===== config.mk =====
export PLATFORM = sky130hd
export DESIGN_NAME = mandelbrot_pixel_scheduler
export DESIGN_NICKNAME = d
export VERILOG_FILES = /design/src/rtl/mandelbrot_pixel_scheduler.sv
export SDC_FILE = /design/constraint.sdc
export NUM_CORES = 1
export LEC_CHECK = 0
export BUFFER_PORTS_ARGS = -buffer_cell sky130_fd_sc_hd__buf_4
export CORE_MARGIN = 3
export CORE_UTILIZATION = 28
export CTS_CLUSTER_DIAMETER = 30
export CTS_CLUSTER_SIZE = 28
export DETAILED_ROUTE_END_ITERATION = 16
export PLACE_DENSITY_LB_ADDON = 0.1
export SETUP_SLACK_MARGIN = 0.2
export SLEW_MARGIN = 20
export SYNTH_ARGS = -nofsm -noshare
export SYNTH_HDL_FRONTEND = slang
export SYNTH_SLANG_ARGS = --single-unit

===== constraint.sdc =====
create_clock -name clk_i -period 9.9 [get_ports clk_i]
set_clock_uncertainty 0.05 [all_clocks]
set_input_delay 1.485 -clock clk_i [delete_from_list [all_inputs] [get_ports clk_i]]
set_output_delay 1.485 -clock clk_i [all_outputs]
set_load 0.02 [all_outputs]

===== src/rtl/mandelbrot_pixel_scheduler.sv =====
// Raster-order pixel scheduler feeding mandelbrotCore and streaming results downstream.
// Optional inside-pixel counter enabled with `define MANDEL_SCHED_INSIDE_CNT_EN.
module mandelbrot_pixel_scheduler #(
  parameter int INTEGER_BITS    = 8,
  parameter int FRACTIONAL_BITS = 24,
  parameter int MAX_ITER_WIDTH  = 16,
  parameter int DATA_WIDTH      = INTEGER_BITS + FRACTIONAL_BITS,
  parameter int COORD_WIDTH     = 12
) (
  input  logic                          clk_i,
  input  logic                          rst_i,
  input  logic                          frame_start_i,
  input  logic [COORD_WIDTH-1:0]        width_i,
  input  logic [COORD_WIDTH-1:0]        height_i,
  input  logic signed [DATA_WIDTH-1:0]  x_min_i,
  input  logic signed [DATA_WIDTH-1:0]  y_max_i,
  input  logic signed [DATA_WIDTH-1:0]  step_i,
  input  logic [MAX_ITER_WIDTH-1:0]     max_iter_i,
  output logic                          core_start_o,
  output logic signed [DATA_WIDTH-1:0]  core_x0_o,
  output logic signed [DATA_WIDTH-1:0]  core_y0_o,
  output logic [MAX_ITER_WIDTH-1:0]     core_max_iter_o,
  input  logic [MAX_ITER_WIDTH-1:0]     core_iter_i,
  input  logic                          core_done_i,
  output logic                          pix_valid_o,
  input  logic                          pix_ready_i,
  output logic [MAX_ITER_WIDTH-1:0]     pix_iter_o,
  output logic [COORD_WIDTH-1:0]        pix_col_o,
  output logic [COORD_WIDTH-1:0]        pix_row_o,
  output logic                          pix_eol_o,
  output logic                          pix_last_o,
  output logic                          busy_o,
  output logic                          frame_done_o,
  output logic [2*COORD_WIDTH-1:0]      inside_count_o,
  output logic [2:0]                    state_o
);

  // Handshake: a pixel transfers on a rising clk_i edge where pix_valid_o && pix_ready_i;
  // once pix_valid_o rises, it and all pix_* payload stay fixed until that transfer.

  typedef enum logic [2:0] {
    IDLE      = 3'd0,
    ISSUE     = 3'd1,
    WAIT_CLR  = 3'd2,
    WAIT_DONE = 3'd3,
    EMIT      = 3'd4
  } state_t;

  localparam logic [COORD_WIDTH-1:0] ONE_C = {{(COORD_WIDTH-1){1'b0}}, 1'b1};

  state_t                        state_q;
  logic [COORD_WIDTH-1:0]        width_q;
  logic [COORD_WIDTH-1:0]        height_q;
  logic signed [DATA_WIDTH-1:0]  x_min_q;
  logic signed [DATA_WIDTH-1:0]  step_q;
  logic signed [DATA_WIDTH-1:0]  x_q;
  logic signed [DATA_WIDTH-1:0]  y_q;
  logic [COORD_WIDTH-1:0]        col_q;
  logic [COORD_WIDTH-1:0]        row_q;
  logic                          last_col;
  logic                          last_row;
  logic                          accept;
  logic                          handshake;

  assign last_col  = (col_q == width_q - ONE_C);
  assign last_row  = (row_q == height_q - ONE_C);
  assign accept    = (state_q == IDLE) && frame_start_i;
  assign handshake = (state_q == EMIT) && pix_ready_i;
  assign busy_o    = (state_q != IDLE);
  assign state_o   = state_q;

  always_ff @(posedge clk_i or posedge rst_i) begin
    if (rst_i) begin
      state_q         <= IDLE;
      width_q         <= '0;
      height_q        <= '0;
      x_min_q         <= '0;
      step_q          <= '0;
      x_q             <= '0;
      y_q             <= '0;
      col_q           <= '0;
      row_q           <= '0;
      core_start_o    <= 1'b0;
      core_x0_o       <= '0;
      core_y0_o       <= '0;
      core_max_iter_o <= '0;
      pix_valid_o     <= 1'b0;
      pix_iter_o      <= '0;
      pix_col_o       <= '0;
      pix_row_o       <= '0;
      pix_eol_o       <= 1'b0;
      pix_last_o      <= 1'b0;
      frame_done_o    <= 1'b0;
    end else begin
      core_start_o <= 1'b0;
      frame_done_o <= 1'b0;
      case (state_q)
        IDLE: begin
          if (frame_start_i) begin
            if (width_i == '0 || height_i == '0) begin
              frame_done_o <= 1'b1;
            end else begin
              width_q         <= width_i;
              height_q        <= height_i;
              x_min_q         <= x_min_i;
              step_q          <= step_i;
              x_q             <= x_min_i;
              y_q             <= y_max_i;
              col_q           <= '0;
              row_q           <= '0;
              core_max_iter_o <= max_iter_i;
              core_x0_o       <= x_min_i;
              core_y0_o       <= y_max_i;
              core_start_o    <= 1'b1;
              state_q         <= ISSUE;
            end
          end
        end
        ISSUE:    state_q <= WAIT_CLR;
        WAIT_CLR: state_q <= WAIT_DONE;
        WAIT_DONE: begin
          if (core_done_i) begin
            pix_iter_o  <= core_iter_i;
            pix_col_o   <= col_q;
            pix_row_o   <= row_q;
            pix_eol_o   <= last_col;
            pix_last_o  <= last_col && last_row;
            pix_valid_o <= 1'b1;
            state_q     <= EMIT;
          end
        end
        EMIT: begin
          if (pix_ready_i) begin
            pix_valid_o <= 1'b0;
            if (pix_last_o) begin
              frame_done_o <= 1'b1;
              state_q      <= IDLE;
            end else if (pix_eol_o) begin
              // Row wrap: real part restarts, imaginary part steps down one row.
              col_q        <= '0;
              row_q        <= row_q + ONE_C;
              x_q          <= x_min_q;
              y_q          <= y_q - step_q;
              core_x0_o    <= x_min_q;
              core_y0_o    <= y_q - step_q;
              core_start_o <= 1'b1;
              state_q      <= ISSUE;
            end else begin
              col_q        <= col_q + ONE_C;
              x_q          <= x_q + step_q;
              core_x0_o    <= x_q + step_q;
              core_y0_o    <= y_q;
              core_start_o <= 1'b1;
              state_q      <= ISSUE;
            end
          end
        end
        default: state_q <= IDLE;
      endcase
    end
  end

`ifdef MANDEL_SCHED_INSIDE_CNT_EN
  localparam logic [2*COORD_WIDTH-1:0] ONE_I = {{(2*COORD_WIDTH-1){1'b0}}, 1'b1};

  always_ff @(posedge clk_i or posedge rst_i) begin
    if (rst_i) begin
      inside_count_o <= '0;
    end else if (accept) begin
      inside_count_o <= '0;
    end else if (handshake && (pix_iter_o == core_max_iter_o)) begin
      inside_count_o <= inside_count_o + ONE_I;
    end
  end
`else
  assign inside_count_o = '0;
`endif

endmodule


==> results.yml <==
place:
  io_buffer_count: 285
  dpl_worst_slack_ns: 5.51
  dpl_cell_area_um2: 16700
  dp_hpwl_mm: 34.1
  place.gp.congestion: 0.863
cts:
  cts_max_level: 3
  cts.clk_slew.worst_paths_ns: 0.04
  cts-hold-fix-buffers: 0
  post_cts.resized_instances: 0
  insertion_delay_ns: 0.59
  maximum_root_to_sink_buffer_count: 3
  tritoncts_clock_tree: "built"
  clock-sinks: 240
  numCtsBuffers: 83
  clockRootBuffer: "clkbuf_16"
  cts_setup_buffers: 0
detailed_routing:
  drt_wl_total_mm: 47.1
  vias_per_cell: 4.67
  detail_route.first_pass.iterations: 5
  initialDrtViolationCount: 606
  wl_per_cell_um: 17.6
  drt_drc_violations_left: 0
  vias: 12500
  detail-route-antenna-nets: 0
synthesis:
  ys.flop_type: "dfrtp_1"
  post_synth_instance_area_um2: 14000
  post_synthesis_area_per_instance_um2: 8.57
  synthesis.instances: 1634
  synthDistinctLibCells: 72
  synth_edf_count: 0
  yosys_register_bits: 240
  synthesis.yosys.warnings: 0
  ys_async_sr_fraction: 1.00
  sequential_element_share_of_the_synthesized_area: 0.429
setup_path:
  critical_path.reg2reg.startpoint: "step_q[0]$_DFFE_PP0P_"
  arrival_ns: 4.20
  timing.rr.end: "x_q[28]$_DFFE_PP0P_"
  cp_data_required_time_ns: 10.30
  worst_stage_delay_on_the_critical_path_ns: 0.50
  reg2reg_depth: 12
  timing.critical_path.slowest_stage_cell: "buf_4"
  ff2ff_setup_slack_ns: 6.21
  crit_type: "in2reg"
  critical_path.n_buffers_inverters: 3
  start_kind: "input port"
  path_cells: "buf_4 > nor4_1 > nand3_1 > nand3_1 > nor2_1 > o21ai_4 > buf_4 > inv_1 > nand2_1 > nor3_1 > mux2i_1 > o211ai_1"
  timing.critical_path.from: "height_i[2]"
  critical-path-top-delay-family: "simple AND/OR/NAND/NOR gates"
  timing.critical_path.to_type: "flop"
  worstPathMaxFanout: 59
sta:
  fmaxAchievable_mhz: 263
  timing.final.hold_violations: 0
  rsz0062_at_grt: "false"
  timing.slew.headroom: 0.359
  total_negative_slack_ns: 0
  report.final.slew_viol_count: 0
  timing.final.crit_share: 0.384
  setup_slack_ns: 6.10
  setup-violations-final: 0
  final.min_clock_period_ns: 3.80
  worstMarginPinSlew_ns: 0.962
grt:
  grt_remaining_overflow: 0
  global_route_wire_length_before_repair_mm: 73.2
  grt_antenna_before_repair: 7
  maximum_number_of_pins_on_one_net_before_global_route_repair: 85
  gr-usage-all-layers: 0.177
  vias_in_the_first_global_route: 12600
finish:
  layout.cells.most_common: "nand2_1"
  commonest_non_fill_non_tap_cells_in_the_layout: "nand2_1, buf_4, dfrtp_1, o21ai_0, a21oi_1"
  layout-drive-gt1-share: 0.250
  area_of_all_placed_cells_without_fillers_um2: 19400
  fillCellCount: 5023
  numnets_final: 2164
  multi_input_area_um2: 7450
  area.growth.synth_to_final_pct: 38.5
  sequential_standard_cell_area_um2: 6010
power_and_ir_drop:
  power.density_nw_per_um2: 391
  irDropWorstVdd_v: 0.000175
  power.static_leakage_nw: 9.32
worst_hold_path:
  hold_end: "x_min_q[27]$_DFFE_PP0P_"
  hp_class: "reg2reg"
  hold_path_startpoint: "x_min_q[27]$_DFFE_PP0P_"
  hold_depth: 2
floorplanning:
  floorplan.die_area_um2: 52700
  floorplan.initialDensity: 0.285
  height_of_the_chip_um: 230
  floorplan.die.width_um: 230
  coreArea_um2: 49200
  floorplan_row_count: 81
  num_io_pins: 310
run_status:
  outcome: "finished, final reports clean"
run:
  maxCapViolCount: 0
[stage by stage]
| stage | hold WS, ns | util | total power [W] | instances |
|---|---|---|---|---|
| 2_1_floorplan | 0.387 | - | 0.00410 | 1657 |
| 3_5_place_dp | 0.403 | 0.340 | 0.00519 | 2518 |
| 3_3_place_gp | 0.399 | 0.340 | 0.00516 | 2518 |
| 5_1_grt | 0.438 | 0.394 | 0.00817 | 2668 |
| 6_report | 0.414 | 0.395 | 0.00758 | 2671 |
| 4_1_cts | 0.413 | 0.394 | 0.00770 | 2668 |
[sequential cells by signal (all words and copies together) (netlist names), 12 cells and up]
register,count
step_q,32
x_min_q,32
x_q,32
y_q,32
core_max_iter_o,16
pix_iter_o,16
col_q,12
height_q,12
pix_col_o,12
pix_row_o,12
row_q,12
width_q,12
[report_power, final]
group,internal [W],switching (W)
registers,0.00136,0.000356
clock network,0.00173,0.000715
logic,0.00142,0.00200
total,0.00451,0.00307
[worst max-delay path by stage]
stage | depth (start not counted) | endpoint | slack, ns
final | 12 | x_q[29]$_DFFE_PP0P_ | 6.10
after CTS | 12 | x_q[29]$_DFFE_PP0P_ | 6.12
after global placement | 11 | x_q[26]$_DFFE_PP0P_ | 5.59
after global routing | 11 | x_q[20]$_DFFE_PP0P_ | 5.88
after detailed placement | 12 | x_q[29]$_DFFE_PP0P_ | 5.51
after floorplan | 1 | col_q[0]$_DFFE_PP0P_ | 1.78
[layer usage]
layer | up-vias | track usage | part of all wire | wire (um)
li1 | 6248 | - | - | -
met1 | 5853 | 0.214 | 0.42 | 20000
met2 | 300 | 0.300 | 0.48 | 22800
met3 | 77 | 0.0588 | 0.071 | 3330
met4 | 8 | 0.0525 | 0.021 | 1000
met5 | - | 0 | 0.0012 | 55
[final cells by class]
cell class / count / area share
Antenna cell: 3 / 0.000387
Clock buffer: 114 / 0.120
Clock inverter: 36 / 0.0172
Inverter: 51 / 0.0103
Multi-Input combinational cell: 1265 / 0.384
Sequential cell: 240 / 0.310
Tap cell: 664 / 0.0428
Timing Repair Buffer: 298 / 0.115
[cell usage after synthesis (10+ instances only)]
master    instances  area share
xnor2_1          53       0.033
a21oi_1         118       0.042
clkbuf_1         57       0.015
nand2b_1         11      0.0049
o21ai_0         131       0.047
ha_1             66       0.059
inv_1            51       0.014
nor3_1           27      0.0096
and3_1           11      0.0049
o21a_1           10      0.0054
nor2_1          102       0.027
a31oi_1          12      0.0054
nand2_1         390        0.10
buf_1            15      0.0040
o211ai_1         20       0.011
a211oi_1         12      0.0064
mux2_2           40       0.032
o21ai_1          10      0.0036
a21o_1           28       0.015
nand3_1          42       0.015
dfrtp_1         240        0.43
buf_4            24       0.013
xor2_1           40       0.025
[cell families after synthesis]
logic type / share of synthesized area
simple gates: 0.194
compound gates: 0.172
flops: 0.429
buf+inv: 0.0481
xor+xnor: 0.0582
fa+ha+maj: 0.0618
mux: 0.0372
other cells: 0.000268
[worst register-to-register path, cell delays in order (launching register included)]
cell and delay, ns:
dfrtp_1 0.44, ha_1 0.25, fa_1 0.44, a211oi_1 0.32
o21ai_0 0.18, a21oi_1 0.40, o21ai_1 0.27, o221ai_1 0.31
o21ai_0 0.17, a21oi_1 0.27, xor2_1 0.10, o21ai_0 0.23
a2bb2oi_1 0.19
Power figures use the tool's default switching activity.
